===== config.mk =====
export PLATFORM = sky130hd
export DESIGN_NAME = ingress_flow_tagger
export DESIGN_NICKNAME = d
export VERILOG_FILES = /design/src/rtl/ingress_flow_tagger.sv
export SDC_FILE = /design/constraint.sdc
export NUM_CORES = 1
export LEC_CHECK = 0
export BUFFER_PORTS_ARGS = -buffer_cell sky130_fd_sc_hd__buf_2
export CAP_MARGIN = 20
export CORE_UTILIZATION = 45
export CTS_BUF_LIST = sky130_fd_sc_hd__clkbuf_8
export CTS_CLUSTER_SIZE = 14
export DETAILED_ROUTE_END_ITERATION = 8
export MAX_ROUTING_LAYER = met4
export PLACE_DENSITY = 0.66
export SYNTH_ARGS = -nofsm -noshare
export SYNTH_HDL_FRONTEND = slang
export SYNTH_SLANG_ARGS = --single-unit

===== constraint.sdc =====
create_clock -name clk -period 3.8 [get_ports clk]
set_input_delay 1.14 -clock clk [delete_from_list [all_inputs] [get_ports clk]]
set_output_delay 1.14 -clock clk [all_outputs]
set_load 0.02 [all_outputs]

===== src/rtl/ingress_flow_tagger.sv =====
// rtl/ingress_flow_tagger.sv - tags each packet with its flow number and caps packet length
// Optional FLOW_TAGGER_STATS_EN adds saturating packet/truncation/short-packet counters.
module ingress_flow_tagger #(
  parameter int DATA_WIDTH = 32,
  parameter int FLOWS_W    = 3,
  parameter int FLOW_BEAT  = 1,
  parameter int MAX_BEATS  = 128
) (
  input  logic                  clk,
  input  logic                  rstn,
  input  logic [DATA_WIDTH-1:0] in_tdata,
  input  logic                  in_tvalid,
  output logic                  in_tready,
  input  logic                  in_tlast,
  output logic [DATA_WIDTH-1:0] out_tdata,
  output logic                  out_tvalid,
  input  logic                  out_tready,
  output logic                  out_tlast,
  output logic [FLOWS_W-1:0]    out_tsideband
`ifdef FLOW_TAGGER_STATS_EN
  ,
  output logic [15:0]           stat_pkts,
  output logic [15:0]           stat_trunc,
  output logic [15:0]           stat_short
`endif
);

  localparam int HDR_N = FLOW_BEAT + 1;
  localparam int IDX_W = $clog2(HDR_N + 1);
  localparam int CNT_W = $clog2(MAX_BEATS + 1);

  typedef enum logic [2:0] {S_IDLE, S_HDR, S_FLUSH, S_PASS, S_DISCARD} state_t;

  state_t                  state_q, state_d;
  logic                    ready_en_q, ready_en_d;
  logic [DATA_WIDTH-1:0]   hdr_data_q [HDR_N];
  logic [DATA_WIDTH-1:0]   hdr_data_d [HDR_N];
  logic [HDR_N-1:0]        hdr_last_q, hdr_last_d;
  logic [IDX_W-1:0]        hdr_cnt_q, hdr_cnt_d;
  logic [IDX_W-1:0]        rd_q, rd_d;
  logic [CNT_W-1:0]        beat_cnt_q, beat_cnt_d;
  logic [FLOWS_W-1:0]      flow_q, flow_d;

  logic [DATA_WIDTH-1:0]   head_data;
  logic                    head_last;
  logic [IDX_W-1:0]        wr_idx;
  logic                    trunc_now;
  logic                    in_acc;
  logic                    out_hs;
  logic                    pkt_evt;
  logic                    trunc_evt;
  logic                    short_evt;

  always_comb begin
    head_data = '0;
    head_last = 1'b0;
    for (int i = 0; i < HDR_N; i++) begin
      if (rd_q == IDX_W'(i)) begin
        head_data = hdr_data_q[i];
        head_last = hdr_last_q[i];
      end
    end
  end

  assign trunc_now = (beat_cnt_q == CNT_W'(MAX_BEATS - 1));

  // PASS is a pure combinational cut-through; FLUSH replays the registered header beats.
  always_comb begin
    in_tready     = 1'b0;
    out_tvalid    = 1'b0;
    out_tlast     = 1'b0;
    out_tdata     = head_data;
    out_tsideband = flow_q;
    case (state_q)
      S_IDLE:    in_tready = ready_en_q;
      S_HDR:     in_tready = 1'b1;
      S_FLUSH: begin
        out_tvalid = 1'b1;
        out_tlast  = head_last;
      end
      S_PASS: begin
        out_tdata  = in_tdata;
        out_tvalid = in_tvalid;
        in_tready  = out_tready;
        out_tlast  = in_tlast | trunc_now;
      end
      S_DISCARD: in_tready = 1'b1;
      default:   in_tready = 1'b0;
    endcase
  end

  assign in_acc  = in_tvalid & in_tready;
  assign out_hs  = out_tvalid & out_tready;
  assign pkt_evt = out_hs & out_tlast;
  assign wr_idx  = (state_q == S_IDLE) ? '0 : hdr_cnt_q;

  always_comb begin
    state_d    = state_q;
    ready_en_d = 1'b1;
    hdr_data_d = hdr_data_q;
    hdr_last_d = hdr_last_q;
    hdr_cnt_d  = hdr_cnt_q;
    rd_d       = rd_q;
    beat_cnt_d = beat_cnt_q;
    flow_d     = flow_q;
    trunc_evt  = 1'b0;
    short_evt  = 1'b0;

    if (in_acc && (state_q == S_IDLE || state_q == S_HDR)) begin
      for (int i = 0; i < HDR_N; i++) begin
        if (wr_idx == IDX_W'(i)) begin
          hdr_data_d[i] = in_tdata;
          hdr_last_d[i] = in_tlast;
        end
      end
    end

    if (out_hs) begin
      beat_cnt_d = out_tlast ? '0 : beat_cnt_q + CNT_W'(1);
    end

    case (state_q)
      S_IDLE: begin
        if (in_acc) begin
          hdr_cnt_d = IDX_W'(1);
          rd_d      = '0;
          if (FLOW_BEAT == 0) begin
            flow_d  = in_tdata[FLOWS_W-1:0];
            state_d = S_FLUSH;
          end else if (in_tlast) begin
            flow_d    = '0;
            short_evt = 1'b1;
            state_d   = S_FLUSH;
          end else begin
            state_d = S_HDR;
          end
        end
      end
      S_HDR: begin
        if (in_acc) begin
          hdr_cnt_d = hdr_cnt_q + IDX_W'(1);
          if (hdr_cnt_q == IDX_W'(FLOW_BEAT)) begin
            flow_d  = in_tdata[FLOWS_W-1:0];
            state_d = S_FLUSH;
          end else if (in_tlast) begin
            flow_d    = '0;
            short_evt = 1'b1;
            state_d   = S_FLUSH;
          end
        end
      end
      S_FLUSH: begin
        if (out_hs) begin
          rd_d = rd_q + IDX_W'(1);
          if (rd_q == hdr_cnt_q - IDX_W'(1)) begin
            state_d = head_last ? S_IDLE : S_PASS;
          end
        end
      end
      S_PASS: begin
        if (pkt_evt) begin
          if (in_tlast) begin
            state_d = S_IDLE;
          end else begin
            trunc_evt = 1'b1;
            state_d   = S_DISCARD;
          end
        end
      end
      S_DISCARD: begin
        if (in_acc && in_tlast) begin
          state_d = S_IDLE;
        end
      end
      default: state_d = S_IDLE;
    endcase
  end

  always_ff @(posedge clk or negedge rstn) begin
    if (!rstn) begin
      state_q    <= S_IDLE;
      ready_en_q <= 1'b0;
      for (int i = 0; i < HDR_N; i++) begin
        hdr_data_q[i] <= '0;
      end
      hdr_last_q <= '0;
      hdr_cnt_q  <= '0;
      rd_q       <= '0;
      beat_cnt_q <= '0;
      flow_q     <= '0;
    end else begin
      state_q    <= state_d;
      ready_en_q <= ready_en_d;
      hdr_data_q <= hdr_data_d;
      hdr_last_q <= hdr_last_d;
      hdr_cnt_q  <= hdr_cnt_d;
      rd_q       <= rd_d;
      beat_cnt_q <= beat_cnt_d;
      flow_q     <= flow_d;
    end
  end

`ifdef FLOW_TAGGER_STATS_EN
  logic [15:0] stat_pkts_q, stat_pkts_d;
  logic [15:0] stat_trunc_q, stat_trunc_d;
  logic [15:0] stat_short_q, stat_short_d;

  always_comb begin
    stat_pkts_d  = stat_pkts_q;
    stat_trunc_d = stat_trunc_q;
    stat_short_d = stat_short_q;
    if (pkt_evt && stat_pkts_q != 16'hFFFF)    stat_pkts_d  = stat_pkts_q + 16'd1;
    if (trunc_evt && stat_trunc_q != 16'hFFFF) stat_trunc_d = stat_trunc_q + 16'd1;
    if (short_evt && stat_short_q != 16'hFFFF) stat_short_d = stat_short_q + 16'd1;
  end

  always_ff @(posedge clk or negedge rstn) begin
    if (!rstn) begin
      stat_pkts_q  <= '0;
      stat_trunc_q <= '0;
      stat_short_q <= '0;
    end else begin
      stat_pkts_q  <= stat_pkts_d;
      stat_trunc_q <= stat_trunc_d;
      stat_short_q <= stat_short_d;
    end
  end

  assign stat_pkts  = stat_pkts_q;
  assign stat_trunc = stat_trunc_q;
  assign stat_short = stat_short_q;
`endif

endmodule


==> run metrics <==
status=completed; complex-gate fraction of the synthesized area=0.131; ys async rst share=1.00; CTS H-tree depth=3; Area Growth Syn to Fin=16.6%; setup TNS=0 ps; share of cells above drive strength 1=0.341; Post-Synthesis Cells=between 400 and 500; RSZ-0062 raised after global routing=no; Power, Total=between 4000 and 5000 uW; Setup-failing EPs final=0; final setup skew=14.5 ps; Final HPWL DP=5.84 mm; Yosys cell types=39; slowest CP cell=nor3_1; remaining routing DRC violations=0; largest net degree at the start of global routing=between 80 and 90; Logic pwr share=0.535; Die H=roughly 100 um; slowest stage delay, CP=around 420 ps; Clk Latency, worst-skew pair=360 ps; largest family of logic cells by synthesized area=multiplexers; sw frac=0.435; measured slew at the worst slew-check pin=between 500 and 600 ps; DRT antenna net count=0; Synth top area share=0.491; DR pass1 iterations=4; max_cap viols=0; fin util=0.544; internal power consumption=2720 uW; Area after DPL=0.00483 mm^2; Setup CP Type=primary input to primary output; # rows=35; cell area after layout=0.00505 mm^2; Fillers=867; Routed WL=8.95 mm; routability cong.=0.803; mapped cell area=0.00433 mm^2; synth warn=0; Mapped Nets=481; CTS tree=built; IO buf count=74; first-pass GRT wire length=around 15 mm; Post-Synth Adder-Cell Area=0.0116; Starting DRT DRC Count=97; min cycle time layout=3320 ps; GRT Total Usage=0.199; Max clock buf depth=2; DR vias=3304; Top FF cell, synth=dfrtp_1; ranking of synthesized cells by area=dfrtp_1 (49%), mux2_2 (17%), a21oi_1 (8.2%), nor2_1 (6.5%), nand2_1 (3.3%); CP Launch Type=primary input; number of synthesized flops with an enable pin=0; Post-Syn Area per Cell=slightly below 10 um^2; Storage cell area=0.00213 mm^2; Worst-path clk slew=around 80 ps; Multi-input gate area=about 0.0021 mm^2; WP buf/inv=2; Critical Path RT=about 2700 ps; Top delay family on crit path=simple AND/OR/NAND/NOR gates; sequential share of power=0.328; switching power=between 2000 and 2500 uW; Hold Buf Count CTS=0; Clock power frac=0.138; synthesis-stage register bit count=85; worst path cell trace=buf_2, nand2b_1, a41oi_4, nor3_1, buf_2; worst-path fanout max=7; Post-Synth XOR/XNOR Area=0.0121; starting density of the core=0.467; I/O pin count=75; multiplexer share of the synthesized area=0.178; cell taking the most area after synthesis=dfrtp_1; Hold Path Class=register to register; max frequency=302 MHz; CP arrival=2180 ps; fin. max-slew vios=0; P_leak=0.00236 uW; CTS Buf Count=9; post-cts sizing count=0; nets=around 550; Num Clock Sinks=85; Die Span X=~100 um; Pwr Density=952 mW/mm^2; die area=around 0.01 mm^2; Setup WS pre-CTS=480 ps; simple-gate share of the synthesized area=0.142; drt wl/cell=14.0 um; via/cell ratio=5.17; CTS Root Cell=clkbuf_8; Final Hold Fails=0; core area=0.00928 mm^2; Final Cycle Share=0.873; Peak VDD IR=501 uV; vias in the first global route=about 3000; postcts setup bufs=0; ant diodes=0; most used cell along the critical path=buf_2; crit path capture type=primary output; total global routing overflow=0; final setup margin=484 ps; relative slew slack=0.604; register area share after synthesis=0.491; initial antenna violation count=0
-- synth_stat cells (5+ instances only) --
master    count
inv_1         9
clkbuf_1     13
nand2_1      38
buf_1         7
a22o_1        5
a21oi_1      71
dfrtp_1      85
nor2_1       75
mux2_2       67
buf_2         8
xor2_1        5
o21ai_0      10
-- sequential cells by signal (all words and copies together) (netlist names) --
signal         flops
hdr_data_q        64
beat_cnt_q         8
out_tsideband      3
state_q            3
hdr_cnt_q          2
hdr_last_q         2
rd_q               2
ready_en_q         1
-- cells in the final DEF, fill, tap and decap left out, types with 7 or more instances in the layout --
| cell type | Yosys | layout |
|---|---|---|
| dfrtp_1 | 85 | 85 |
| nor2_1 | 75 | 75 |
| buf_2 | 8 | 73 |
| a21oi_1 | 71 | 71 |
| mux2_2 | 67 | 67 |
| nand2_1 | 38 | 38 |
| o21ai_0 | 10 | 10 |
| inv_1 | 9 | 9 |
| clkbuf_8 | 0 | 9 |
| buf_4 | 0 | 7 |
-- stage by stage --
| stage | hold slack, ps | std cells |
|---|---|---|
| final | 505 | 639 |
| after floorplan | 473 | 440 |
| after global placement | 479 | 622 |
| after CTS | 506 | 638 |
| after detailed placement | 477 | 622 |
| after global routing | 526 | 639 |
-- final timing paths --
path | to | slack (ps) | cells after the start | start
max | out_tlast | 480 | 5 | in_tlast
min | out_tsideband[1] | 500 | 1 | out_tsideband[1]
max reg2reg | hdr_data_q[62] | 1540 | 5 | state_q[1]
min reg2reg | out_tsideband[1] | 500 | 1 | out_tsideband[1]
max in group asynchronous | hdr_data_q[30] | 2390 | 2 | rstn
min in group asynchronous | beat_cnt_q[4] | 780 | 1 | rstn
-- power by group through the flow --
| stage | Clock [uW] | Combinational (uW) | Sequential, uW |
|---|---|---|---|
| 2_1_floorplan | 0 | 1940 | 1530 |
| 3_3_place_gp | 0 | 2560 | 1570 |
| 3_5_place_dp | 0 | 2600 | 1600 |
| 4_1_cts | 688 | 2610 | 1580 |
| 5_1_grt | 714 | 2850 | 1640 |
| 6_report | 662 | 2570 | 1580 |
-- cells by family (layout without fill, tap and decap cells) --
kind of cell,count (synthesis),after routing
flops,85,85
xor+xnor,6,6
mux,68,68
other cells,1,1
simple gates,141,141
fa+ha+maj,4,4
buf+inv,37,107
compound gates,98,98
-- layout make-up --
type / instances / share of cell area
flip-flops and latches: 85 / 0.421
clock inverters: 7 / 0.0158
inverters: 9 / 0.00668
multi-input cells: 318 / 0.410
clock buffers: 9 / 0.0245
well taps: 129 / 0.0319
repair buffers: 82 / 0.0906
-- metal layers --
layer	share of wire	wire length (um)	GRT usage
met2	0.48	4260	0.315
met3	0.045	400	0.0515
met4	0.0080	72	0.0435
met5	0	0	-
met1	0.47	4220	0.258
No activity file was read; power rests on OpenSTA's default activity.
